===== src/rtl/mdu.sv =====
// Iterative multiply/divide unit for MULT/MULTU/DIV/DIVU with HI/LO result registers.
// A 32-cycle shift-add / restoring-divide core with a final sign-fix cycle; busy stalls the pipeline.
module mdu #(
   parameter int unsigned WIDTH = 32
) (
   input  logic             clk,
   input  logic             reset,
   input  logic             start,
   input  logic [1:0]       op,
   input  logic [WIDTH-1:0] srca,
   input  logic [WIDTH-1:0] srcb,
   input  logic             wr_hi,
   input  logic             wr_lo,
   input  logic [WIDTH-1:0] wdata,
   output logic             busy,
   output logic             done,
   output logic             divzero,
   output logic [WIDTH-1:0] hi,
   output logic [WIDTH-1:0] lo
);

   localparam int unsigned CW = $clog2(WIDTH);
   localparam int unsigned AW = 2 * WIDTH;

   typedef enum logic [1:0] {IDLE, RUN, FIX} state_t;

   state_t           state_q, state_d;
   logic [CW-1:0]    cnt_q, cnt_d;
   logic             is_div_q, is_div_d;
   logic             res_neg_q, res_neg_d;
   logic             rem_neg_q, rem_neg_d;
   logic             dz_q, dz_d;
   logic [WIDTH-1:0] opb_q, opb_d;
   logic [WIDTH-1:0] dvd_q, dvd_d;
   logic [AW-1:0]    acc_q, acc_d;
   logic             busy_q, busy_d;
   logic             done_q, done_d;
   logic             divzero_q, divzero_d;
   logic [WIDTH-1:0] hi_q, hi_d;
   logic [WIDTH-1:0] lo_q, lo_d;

   logic             a_neg, b_neg;
   logic [WIDTH-1:0] abs_a, abs_b;
   logic [WIDTH:0]   mul_sum;
   logic [WIDTH:0]   div_trial;
   logic [AW-1:0]    prod_fix;
   logic [WIDTH-1:0] quo_fix, rem_fix;

   // Operand magnitudes for signed ops; unsigned ops pass raw values.
   always_comb begin
      a_neg = ~op[0] & srca[WIDTH-1];
      b_neg = ~op[0] & srcb[WIDTH-1];
      abs_a = a_neg ? WIDTH'(-srca) : srca;
      abs_b = b_neg ? WIDTH'(-srcb) : srcb;
   end

   // Datapath: mult accumulates into the upper half while shifting the multiplier out of the
   // lower half; div shifts the partial remainder left and trial-subtracts the divisor.
   always_comb begin
      mul_sum   = {1'b0, acc_q[AW-1:WIDTH]} + (acc_q[0] ? {1'b0, opb_q} : (WIDTH+1)'(0));
      div_trial = {acc_q[AW-1:WIDTH], acc_q[WIDTH-1]} - {1'b0, opb_q};
      prod_fix  = res_neg_q ? AW'(-acc_q) : acc_q;
      quo_fix   = res_neg_q ? WIDTH'(-acc_q[WIDTH-1:0]) : acc_q[WIDTH-1:0];
      rem_fix   = rem_neg_q ? WIDTH'(-acc_q[AW-1:WIDTH]) : acc_q[AW-1:WIDTH];
   end

   always_comb begin
      state_d   = state_q;
      cnt_d     = cnt_q;
      is_div_d  = is_div_q;
      res_neg_d = res_neg_q;
      rem_neg_d = rem_neg_q;
      dz_d      = dz_q;
      opb_d     = opb_q;
      dvd_d     = dvd_q;
      acc_d     = acc_q;
      done_d    = 1'b0;
      divzero_d = divzero_q;
      hi_d      = hi_q;
      lo_d      = lo_q;
      unique case (state_q)
         IDLE: begin
            if (start) begin
               state_d   = RUN;
               cnt_d     = '0;
               is_div_d  = op[1];
               res_neg_d = a_neg ^ b_neg;
               rem_neg_d = a_neg;
               dz_d      = op[1] & (srcb == '0);
               dvd_d     = srca;
               divzero_d = 1'b0;
               opb_d     = op[1] ? abs_b : abs_a;
               acc_d     = {WIDTH'(0), (op[1] ? abs_a : abs_b)};
            end else begin
               if (wr_hi) hi_d = wdata;
               if (wr_lo) lo_d = wdata;
            end
         end
         RUN: begin
            if (!is_div_q) begin
               acc_d = {mul_sum, acc_q[WIDTH-1:1]};
            end else if (div_trial[WIDTH]) begin
               acc_d = {acc_q[AW-2:0], 1'b0};
            end else begin
               acc_d = {div_trial[WIDTH-1:0], acc_q[WIDTH-2:0], 1'b1};
            end
            cnt_d = cnt_q + CW'(1);
            if (cnt_q == CW'(WIDTH - 1)) state_d = FIX;
         end
         FIX: begin
            state_d = IDLE;
            done_d  = 1'b1;
            if (!is_div_q) begin
               hi_d = prod_fix[AW-1:WIDTH];
               lo_d = prod_fix[WIDTH-1:0];
            end else if (dz_q) begin
               hi_d      = dvd_q;
               lo_d      = '1;
               divzero_d = 1'b1;
            end else begin
               hi_d = rem_fix;
               lo_d = quo_fix;
            end
         end
         default: state_d = IDLE;
      endcase
      busy_d = (state_d != IDLE);
   end

   always_ff @(posedge clk or posedge reset) begin
      if (reset) begin
         state_q   <= IDLE;
         cnt_q     <= '0;
         is_div_q  <= 1'b0;
         res_neg_q <= 1'b0;
         rem_neg_q <= 1'b0;
         dz_q      <= 1'b0;
         opb_q     <= '0;
         dvd_q     <= '0;
         acc_q     <= '0;
         busy_q    <= 1'b0;
         done_q    <= 1'b0;
         divzero_q <= 1'b0;
         hi_q      <= '0;
         lo_q      <= '0;
      end else begin
         state_q   <= state_d;
         cnt_q     <= cnt_d;
         is_div_q  <= is_div_d;
         res_neg_q <= res_neg_d;
         rem_neg_q <= rem_neg_d;
         dz_q      <= dz_d;
         opb_q     <= opb_d;
         dvd_q     <= dvd_d;
         acc_q     <= acc_d;
         busy_q    <= busy_d;
         done_q    <= done_d;
         divzero_q <= divzero_d;
         hi_q      <= hi_d;
         lo_q      <= lo_d;
      end
   end

   assign busy    = busy_q;
   assign done    = done_q;
   assign divzero = divzero_q;
   assign hi      = hi_q;
   assign lo      = lo_q;

endmodule


===== config.mk =====
export PLATFORM = sky130hd
export DESIGN_NAME = mdu
export DESIGN_NICKNAME = d
export VERILOG_FILES = /design/src/rtl/mdu.sv
export SDC_FILE = /design/constraint.sdc
export NUM_CORES = 1
export LEC_CHECK = 0
export ABC_AREA = 0
export BUFFER_PORTS_ARGS = -buffer_cell sky130_fd_sc_hd__buf_2
export CORE_MARGIN = 8
export CORE_UTILIZATION = 66
export CTS_CLUSTER_DIAMETER = 40
export DETAILED_ROUTE_END_ITERATION = 16
export PLACE_DENSITY = 0.95
export SYNTH_ARGS = -nofsm -noshare
export SYNTH_HDL_FRONTEND = slang
export SYNTH_SLANG_ARGS = --single-unit

===== constraint.sdc =====
create_clock -name clk -period 12.9 [get_ports clk]
set_input_delay 2.58 -clock clk [delete_from_list [all_inputs] [get_ports clk]]
set_output_delay 2.58 -clock clk [all_outputs]
set_load 0.05 [all_outputs]

# Word level (Yosys, flattened, before mapping)
# Index checks and enable logic that the tools add are counted.
[word_totals] ff_bits=206 latch_bits=0 ram_bits=0 romBits=0 inputBits=103 out_inout_bits=67 elab_cells=78 memories=0
[classes] addsub=8 n_mul=0 n_div=0 n_lt_le_gt_ge=0 n_eq_ne=9 shifts=0 muxes=32 bitwise=5 n_reduce_logical=10
[op_table] cell="two-way mux 32 bit" count=15
[op_table] cell="two-way mux 64 bit" count=4
[op_table] cell="negator 32 bit" count=4
[op_table] cell="one-hot mux 32 bit (2 select lines)" count=2
[op_table] cell="one-hot mux 64 bit (2 select lines)" count=1
[op_table] cell="negator 64 bit" count=1
[op_table] cell="adder 32 x 32 -> 33 bit" count=1
[op_table] cell="subtractor 33 x 32 -> 33 bit" count=1
[op_table] cell="logical NOT 32 bit" count=1
[op_table] cell="!= test 2 bit, second input constant" count=6
[op_table] cell="one-hot mux 5 bit (2 select lines)" count=1
[op_table] cell="AND reduction 3 bit" count=2
[op_table] cell="nonzero test 2 bit" count=3
[op_table] cell="adder 5 x 1 -> 5 bit, second input constant" count=1
[op_table] cell="== test 5 bit, second input constant" count=1
[op_table] cell="two-way mux 5 bit" count=1
[op_table] cell="two-way mux 1 bit" count=4
[op_table] cell="two-way mux 2 bit" count=2
[op_table] cell="one-hot mux 2 bit (2 select lines)" count=1
[op_table] cell="AND reduction 2 bit" count=2
[op_table] cell="AND reduction 4 bit" count=1
[op_table] cell="bitwise AND 1 bit" count=3
[op_table] cell="== test 2 x 1 -> 1 bit, second input constant" count=1
[op_table] cell="== test 2 bit, second input constant" count=1
[op_table] cell="4 further kinds" count=4

# Depth between registers and ports, before layout
# Gate-level depths: netlist of run 1.
[logic_depth] ltp_word=6 mapped_depth=15

# Worst setup path before layout of run 1
# No wires, ideal clock.
[synth_timing] kind="input to register" start="in srcb[13]" end="reg opb_q[28]" arrival_ns=4.648 required_time_ns=12.775 path_slack_ns=8.127 cell_stages=9 path_buffers=0 path_cell_list="or4_1 > or4_1 > nor3_1 > nand2_1 > o31ai_1 > xnor2_1 > nand2_1 > o21ai_0 > mux2_2"
[synth_via] elab_chain_len=3
[synth_rtl] item="start, declared" line_no="11" text="input logic [WIDTH-1:0] srcb,"
[synth_rtl] item="negator 32 bit" line_no="54" text="abs_b = b_neg ? WIDTH'(-srcb) : srcb;"
[synth_rtl] item="two-way mux 32 bit" line_no="54"
[synth_rtl] item="two-way mux 32 bit" line_no="92" text="opb_d = op[1] ? abs_b : abs_a;"
[synth_rtl] item="end signal, assigned" line_no="153" text="opb_q <= opb_d;"
[synth_rtl] item="end, declared" line_no="33" text="logic [WIDTH-1:0] opb_q, opb_d;"
# Every way passes these cells.
# A chain may end at the register's enable or synchronous reset.

# Worst setup path after layout of run 1
[layout_timing] start="in srca[0]" end="reg opb_q[30]"
[layout_via] elab_chain_len=3
[layout_rtl] item="start, declared" line_no="10" text="input logic [WIDTH-1:0] srca,"
[layout_rtl] item="negator 32 bit" line_no="53" text="abs_a = a_neg ? WIDTH'(-srca) : srca;"
[layout_rtl] item="two-way mux 32 bit" line_no="53"
[layout_rtl] item="two-way mux 32 bit" line_no="92"
# Every way passes these cells.

==> results of run 1 <==
[final cells by class]
class	count	area (um^2)	share of cell area, %
clock buffer	41	960	5.02
multi-input combinational	1771	11100	57.9
clock inverter	21	229	1.20
inverter	70	270	1.41
tap	335	419	2.19
sequential	206	5160	27.0
timing repair buffer	189	996	5.21
antenna	1	2.50	0.0131
[flip-flops by register name, indices dropped and copies added, names as in the netlist]
name and count:
is_div_q 1, dz_q 1, opb_q 32, busy 1, done 1, acc_q 64
dvd_q 32, divzero 1, cnt_q 5, rem_neg_q 1, hi 32, state_q 2
lo 32, res_neg_q 1
[tightest hold or removal path, delay by kind of cell, from the launching register on]
kind / cells / cell delay, ps
flops: 1 / 340
simple gates: 2 / 110
[worst max path at each step]
| stage | start | end | slack [ps] | depth (start not counted) |
|---|---|---|---|---|
| floorplan | reset | acc_q[0] | 4700 | 1 |
| global placement | srca[0] | opb_q[30] | 7670 | 11 |
| detailed placement | srca[0] | opb_q[27] | 7630 | 9 |
| CTS | srca[0] | opb_q[30] | 8160 | 11 |
| global route | srca[0] | acc_q[30] | 7870 | 11 |
| finish | srca[0] | opb_q[30] | 8040 | 11 |
[per-layer routing]
layer	vias to the layer above	track usage [%]	part of all wire, %
li1	8054	-	-
met1	8567	52.6	38
met2	1407	57.9	42
met3	230	8.96	13
met4	4	23.1	6.7
met5	-	0	0.041
[per-stage QoR]
stage	std cells	cell area (um^2)	setup slack, ps	hold WS (ps)	util [%]
finish	2634	19100	8040	476	74.1
floorplan	2198	17100	4700	440	-
global placement	2571	17900	7670	456	69.5
global route	2634	19100	7870	501	74.1
CTS	2633	19100	8160	474	74.1
detailed placement	2571	17900	7630	459	69.5
[cells in the mapped netlist, drive strengths merged (18+ instances only)]
library cell and n:
o211ai 18, dfrtp 206, o21ai 263, o31ai 30, nand2 305, nand4 18, o22ai 54, nor2 171
a21oi 184, ha 70, or4 21, buf 27, inv 68, mux2i 62, clkbuf 124, a22oi 22
xor2 60, nand3 38, nor3 33, or3 18, xnor2 119, a21o 38
[kinds of logic (layout without fill, tap and decap cells)]
group                    count (synthesis)  after routing  share of synthesized area (%)
AND/OR/NAND/NOR                        704            704                           19.2
adder cells (fa/ha/maj)                 72             72                           5.37
other                                    0              1                              0
XOR/XNOR                               179            179                           9.18
buffers and inverters                  221            321                           5.10
flip-flops                             206            206                           30.2
multiplexers                            77             77                           4.62
AO/OA/AOI/OAI                          739            739                           26.4
[power by group]
group	leakage [nW]	internal (mW)	switching [mW]
Combinational	5.46	1.42	2.42
Sequential	2.53	0.966	0.480
Clock	0.587	0.585	0.370
==> flow_summary.ini, run 1 <==
[min_path]
hold_path_start = dvd_q[29]
hold_path_end = dvd_q[29]
hold_path_depth = 2
timing.hold.worst.class = flip-flop to flip-flop

[route]
wl_per_cell_um = 24.2
detailed_route_wl_um = 63800
drt-initial-drc-count = 2786
detailed_routing_iteration_count_for_the_pre_antenna_repair_pass = 6
vias_per_cell = 6.93
detailroute.via_count = 18300
post_route_drc_violation_count = 0
drtAntennaViolNets = 0

[final_layout]
area.growth.synth_to_final_pct = 11.9
highest_count_cells_in_the_layout_ignoring_fill_and_taps = sky130_fd_sc_hd__nand2_1 (304), sky130_fd_sc_hd__o21ai_0 (236), sky130_fd_sc_hd__dfrtp_1 (205)
nFillCells = 1991
finalNetCount = 2448
post_route_cells_drive_above_1_share_pct = 13.3
layout.cells.most_common = sky130_fd_sc_hd__nand2_1

[power_and_ir_drop]
power.density_mw_per_mm2 = 327
power.total_mw = 6.25
p_leak_nw = 8.58
ir_drop_mv = 0.232

[critical_path]
timing.critical_path.buf_inv = 2
worstPathArrival_ps = 5230
startpoint_type = primary input
timing.reg2reg.setup_slack_ps = 8650
crit_path_max_incr_delay_ps = 790
slowest_stage = sky130_fd_sc_hd__nor4b_1
crit_end_category = flip-flop
crit-reg2reg-capture = acc_q[48]
regToRegStartpoint = acc_q[31]
reg2regPathDepth = 13
crit_chain = buf_2 > inv_1 > ha_1 > nor4b_1 > and4_1 > nand3_1 > o41ai_1 > xor2_1 > nor2_1 > a21oi_1 > o21ai_0
worstPathRequired_ps = 13270
path_max_fanout = 5
critical_path_class = primary input to flip-flop
cp_top_family = simple AND/OR/NAND/NOR gates

[timing]
rsz_0062_raised_after_global_routing = no
period_needed_ps = 4860
fin_worst_skew_ps = 30.3
max_clock_freq_mhz = 206
max-slew-margin-rel_pct = 21.2
timing.final.hold_violations = 0
layout_worst_path_cycle_share_pct = 37.6
final-max-slew-violation-count = 0
tns_ps = 0
setup_violations = 0
tightestPinTransition_ps = 1180

[floorplanning]
boundaryPins = 170
fp-row-count = 59
die_y_um = 177
fp.dieArea_mm2 = 0.0313
initial_core_util_pct = 66.3
core-area_mm2 = 0.0258
chipWidth_um = 177

[logic_synthesis]
syn-instance-count = 2198
synth_warnings = 0
synth_sequential_area_ratio_pct = 30.2
synth-main-ff-cell = sky130_fd_sc_hd__dfrtp_1
synth_area_leaders = sky130_fd_sc_hd__dfrtp_1 (30%), sky130_fd_sc_hd__o21ai_0 (6.9%), sky130_fd_sc_hd__nand2_1 (6.7%)
synth_fp_nets = 2373
yosys.cell_types.count = 85
synth.cell_area_mm2 = 0.0171
ys_seq_elements = 206
synth_top_cell_area_share_pct = 30.2
synth.avg_cell_area_um2 = 7.77
synth-async-reset-ratio_pct = 100
netlist.top_cell.by_area = sky130_fd_sc_hd__dfrtp_1
synth-edff-count = 0

[cts]
cts_hold_repair.buffers = 0
cts_buffers = 35
tritoncts = built
clk_pin_slew_worst_paths_ps = 70
skew_pair_late_insertion_delay_ps = 520
cts_repair_resize_count = 0
ctsLongestPathBuffers = 3
cts_root_buffer = sky130_fd_sc_hd__clkbuf_16
cts_setup_buffers = 0
htreeDepth = 2
cts.sinks = 206

[grt]
maximum_number_of_pins_on_one_net_before_global_route_repair = 138
grt_pass1_wl_um = 96600
track_usage_pct = 39.4
first_global_vias = 16900
antenna_found_initial = 4
grt.overflow.total = 0

[placed_design]
place_hpwl_um = 46800
gpl.final_weighted_congestion = 1.03
placement.io_buffers = 169

[run_status]
status = finished, final reports clean

[run]
maxCapViolations = 0
(Power assumes the default switching activity.)
==> run 2: changes to the inputs <==
--- a/config.mk
+++ b/config.mk
@@ -8,10 +8,10 @@
 export ABC_AREA = 0
 export BUFFER_PORTS_ARGS = -buffer_cell sky130_fd_sc_hd__buf_2
 export CORE_MARGIN = 8
-export CORE_UTILIZATION = 66
+export CORE_UTILIZATION = 55
 export CTS_CLUSTER_DIAMETER = 40
 export DETAILED_ROUTE_END_ITERATION = 16
-export PLACE_DENSITY = 0.95
+export PLACE_DENSITY = 0.86
 export SYNTH_ARGS = -nofsm -noshare
 export SYNTH_HDL_FRONTEND = slang
 export SYNTH_SLANG_ARGS = --single-unit
==> constraint.sdc (replaced) <==
create_clock -name clk -period 4.3 [get_ports clk]
set_input_delay 0.86 -clock clk [delete_from_list [all_inputs] [get_ports clk]]
set_output_delay 0.86 -clock clk [all_outputs]
set_load 0.05 [all_outputs]
==> run 2 against run 1 <==
  * Power grew to 3.1 times the previous value
  * First-iteration DRC count decreased by 20%
  * Critical endpoint is now acc_q[48]
  * Register-to-register slack got worse by 8200 ps
  * Combinational power rose to 3.1 times the previous value
  * Global-route usage fell by 4.9 points
  * Setup slack got worse by 7600 ps
  * Utilization fell by 10 points
  * Wire length grew 2.3%
  * Clock power increased to 3.2 times the previous value
  * Clock skew shrank 3.9 ps
  * Critical path depth grew 2
  * Sequential power grew to 2.8 times the previous value
==> flow_summary.ini, run 2 (same netlist as run 1, synthesis figures left out) <==
[run_status]
status = finished, final reports clean

[placed_design]
gpl.final_weighted_congestion = 0.992
dpl-instance-area_mm2 = 0.0182
place_hpwl_um = 49700
placement.io_buffers = 169

[floorplanning]
die_y_um = 192
fp.dieArea_mm2 = 0.0369
boundaryPins = 170
chipWidth_um = 192
fp-row-count = 64
initial_core_util_pct = 55.8
core-area_mm2 = 0.0306

[grt]
track_usage_pct = 34.5
grt.overflow.total = 0
first_global_vias = 16600
maximum_number_of_pins_on_one_net_before_global_route_repair = 113
antenna_found_initial = 1
grt_pass1_wl_um = 99400

[final_layout]
area.growth.synth_to_final_pct = 14.3
nFillCells = 2679
antennaDiodeCount = 0
finalNetCount = 2478
highest_count_cells_in_the_layout_ignoring_fill_and_taps = sky130_fd_sc_hd__nand2_1 (304), sky130_fd_sc_hd__o21ai_0 (236), sky130_fd_sc_hd__dfrtp_1 (205)
largest_reg_flops = 64
register_name_with_the_most_flops = acc_q
layout.cells.most_common = sky130_fd_sc_hd__nand2_1
post_route_cells_drive_above_1_share_pct = 14.3
post-route-cell-area_mm2 = 0.0195

[critical_path]
cp_top_family = compound AO/OA/AOI/OAI gates
crit-reg2reg-capture = acc_q[48]
worstPathRequired_ps = 4660
worstPathArrival_ps = 4230
crit_cells = 13
timing.critical_path.buf_inv = 2
critical_path.endpoint = acc_q[48]
reg2regPathDepth = 13
slowest_stage = sky130_fd_sc_hd__and2_1
crit_path_max_incr_delay_ps = 530
path_max_fanout = 22
critPathLaunch = acc_q[31]
startpoint_type = flip-flop
crit_chain = inv_1 > ha_1 > fa_1 > nand2b_1 > a21oi_1 > o21bai_1 > a21o_1 > a211o_1 > nand3_1 > and2_1 > buf_12 > mux2i_1 > o221ai_1
timing.reg2reg.setup_slack_ps = 430
critical_path_class = flip-flop to flip-flop
crit_end_category = flip-flop
regToRegStartpoint = acc_q[31]

[power_and_ir_drop]
sequential_fraction_of_design_power_pct = 21.0
power.density_mw_per_mm2 = 983
swShare_pct = 51.5
clock_power_share_pct = 16.0
cell_internal_pwr_mw = 9.31
ir_drop_mv = 0.585
pwr-share-comb_pct = 63.0
p_leak_nw = 8.76
power.net_switching_mw = 9.88

[timing]
rsz_0062_raised_after_global_routing = no
layout_worst_path_cycle_share_pct = 90.0
period_needed_ps = 3870
max-slew-margin-rel_pct = 19.6
tightestPinTransition_ps = 1200
final-max-slew-violation-count = 0
setup_violations = 0
tns_ps = 0
timing.final.hold_violations = 0
max_clock_freq_mhz = 258
fin_worst_skew_ps = 26.4

[route]
post_route_drc_violation_count = 0
detailed_route_wl_um = 65300
detailed_routing_iteration_count_for_the_pre_antenna_repair_pass = 6
wl_per_cell_um = 23.9
drtAntennaViolNets = 0
vias_per_cell = 6.59
drt-initial-drc-count = 2221
detailroute.via_count = 18000

[cts]
cts.sinks = 206
skew_pair_late_insertion_delay_ps = 530
htreeDepth = 2
clk_pin_slew_worst_paths_ps = 60
cts_buffers = 36
cts_root_buffer = sky130_fd_sc_hd__clkbuf_16
tritoncts = built
cts_setup_buffers = 0
cts_repair_resize_count = 0
ctsLongestPathBuffers = 3
cts_hold_repair.buffers = 0

[min_path]
timing.hold.worst.class = primary input to async pin

[run]
maxCapViolations = 0
==> run 2: changes by cell type in the layout (fill, tap and decap cells not counted), moves of 2 or more <==
| cell | before | now |
|---|---|---|
| sky130_fd_sc_hd__buf_12 | 0 | 2 |
| sky130_fd_sc_hd__clkbuf_8 | 4 | 1 |
| sky130_fd_sc_hd__clkinv_8 | 1 | 3 |
| sky130_fd_sc_hd__inv_6 | 8 | 5 |
| sky130_fd_sc_hd__buf_4 | 20 | 47 |
| sky130_fd_sc_hd__clkinv_2 | 3 | 5 |
| sky130_fd_sc_hd__clkinvlp_4 | 1 | 3 |
| sky130_fd_sc_hd__clkinv_4 | 3 | 1 |
| sky130_fd_sc_hd__inv_8 | 4 | 2 |
| sky130_fd_sc_hd__clkbuf_1 | 1 | 4 |
| sky130_fd_sc_hd__bufinv_16 | 2 | 6 |
==> run 2: layout make-up <==
| cell class | instances | area (um^2) | share of cell area, % |
|---|---|---|---|
| sequential | 206 | 5160 | 26.4 |
| clock buffer | 41 | 930 | 4.76 |
| tap | 396 | 495 | 2.54 |
| multi-input combinational | 1771 | 11100 | 56.7 |
| clock inverter | 25 | 364 | 1.87 |
| timing repair buffer | 218 | 1240 | 6.35 |
| inverter | 70 | 267 | 1.37 |
==> run 2: layer usage <==
layer	GRT usage [%]	vias up	share of wire, %
met2	50.0	1161	41
met1	48.4	8537	41
met4	17.7	0	6.0
met5	0	-	0
met3	6.45	171	12
li1	-	8109	-
==> run 2: worst min-delay path by stage <==
| stage | depth (start not counted) | startpoint | end | slack [ps] |
|---|---|---|---|---|
| after detailed placement | 2 | lo[8] | lo[8] | 460 |
| after floorplan | 2 | dvd_q[23] | dvd_q[23] | 440 |
| after global placement | 2 | lo[9] | lo[9] | 460 |
| after CTS | 2 | reset | lo[8] | 390 |
| final | 2 | reset | lo[8] | 390 |
| after global routing | 2 | reset | lo[8] | 440 |
==> run 2: stage by stage <==
| step | hold WS (ps) | power, mW | utilization, % | cells | setup slack (ps) |
|---|---|---|---|---|---|
| after floorplan | 440 | 12.4 | - | 2198 | 768 |
| after global routing | 442 | 20.3 | 63.8 | 2727 | 159 |
| final | 395 | 19.2 | 63.8 | 2727 | 428 |
| after detailed placement | 465 | 15.7 | 59.6 | 2661 | 534 |
| after global placement | 457 | 15.5 | 59.6 | 2661 | 671 |
| after CTS | 394 | 18.9 | 63.8 | 2727 | 504 |
==> run 2: power groups by stage <==
stage	logic (mW)	registers, mW	clock network, mW
after CTS	11.8	3.98	3.08
after detailed placement	11.7	4.01	0
final	12.1	4.03	3.07
after global placement	11.5	3.97	0
after floorplan	7.81	4.59	0
after global routing	13.0	4.12	3.17
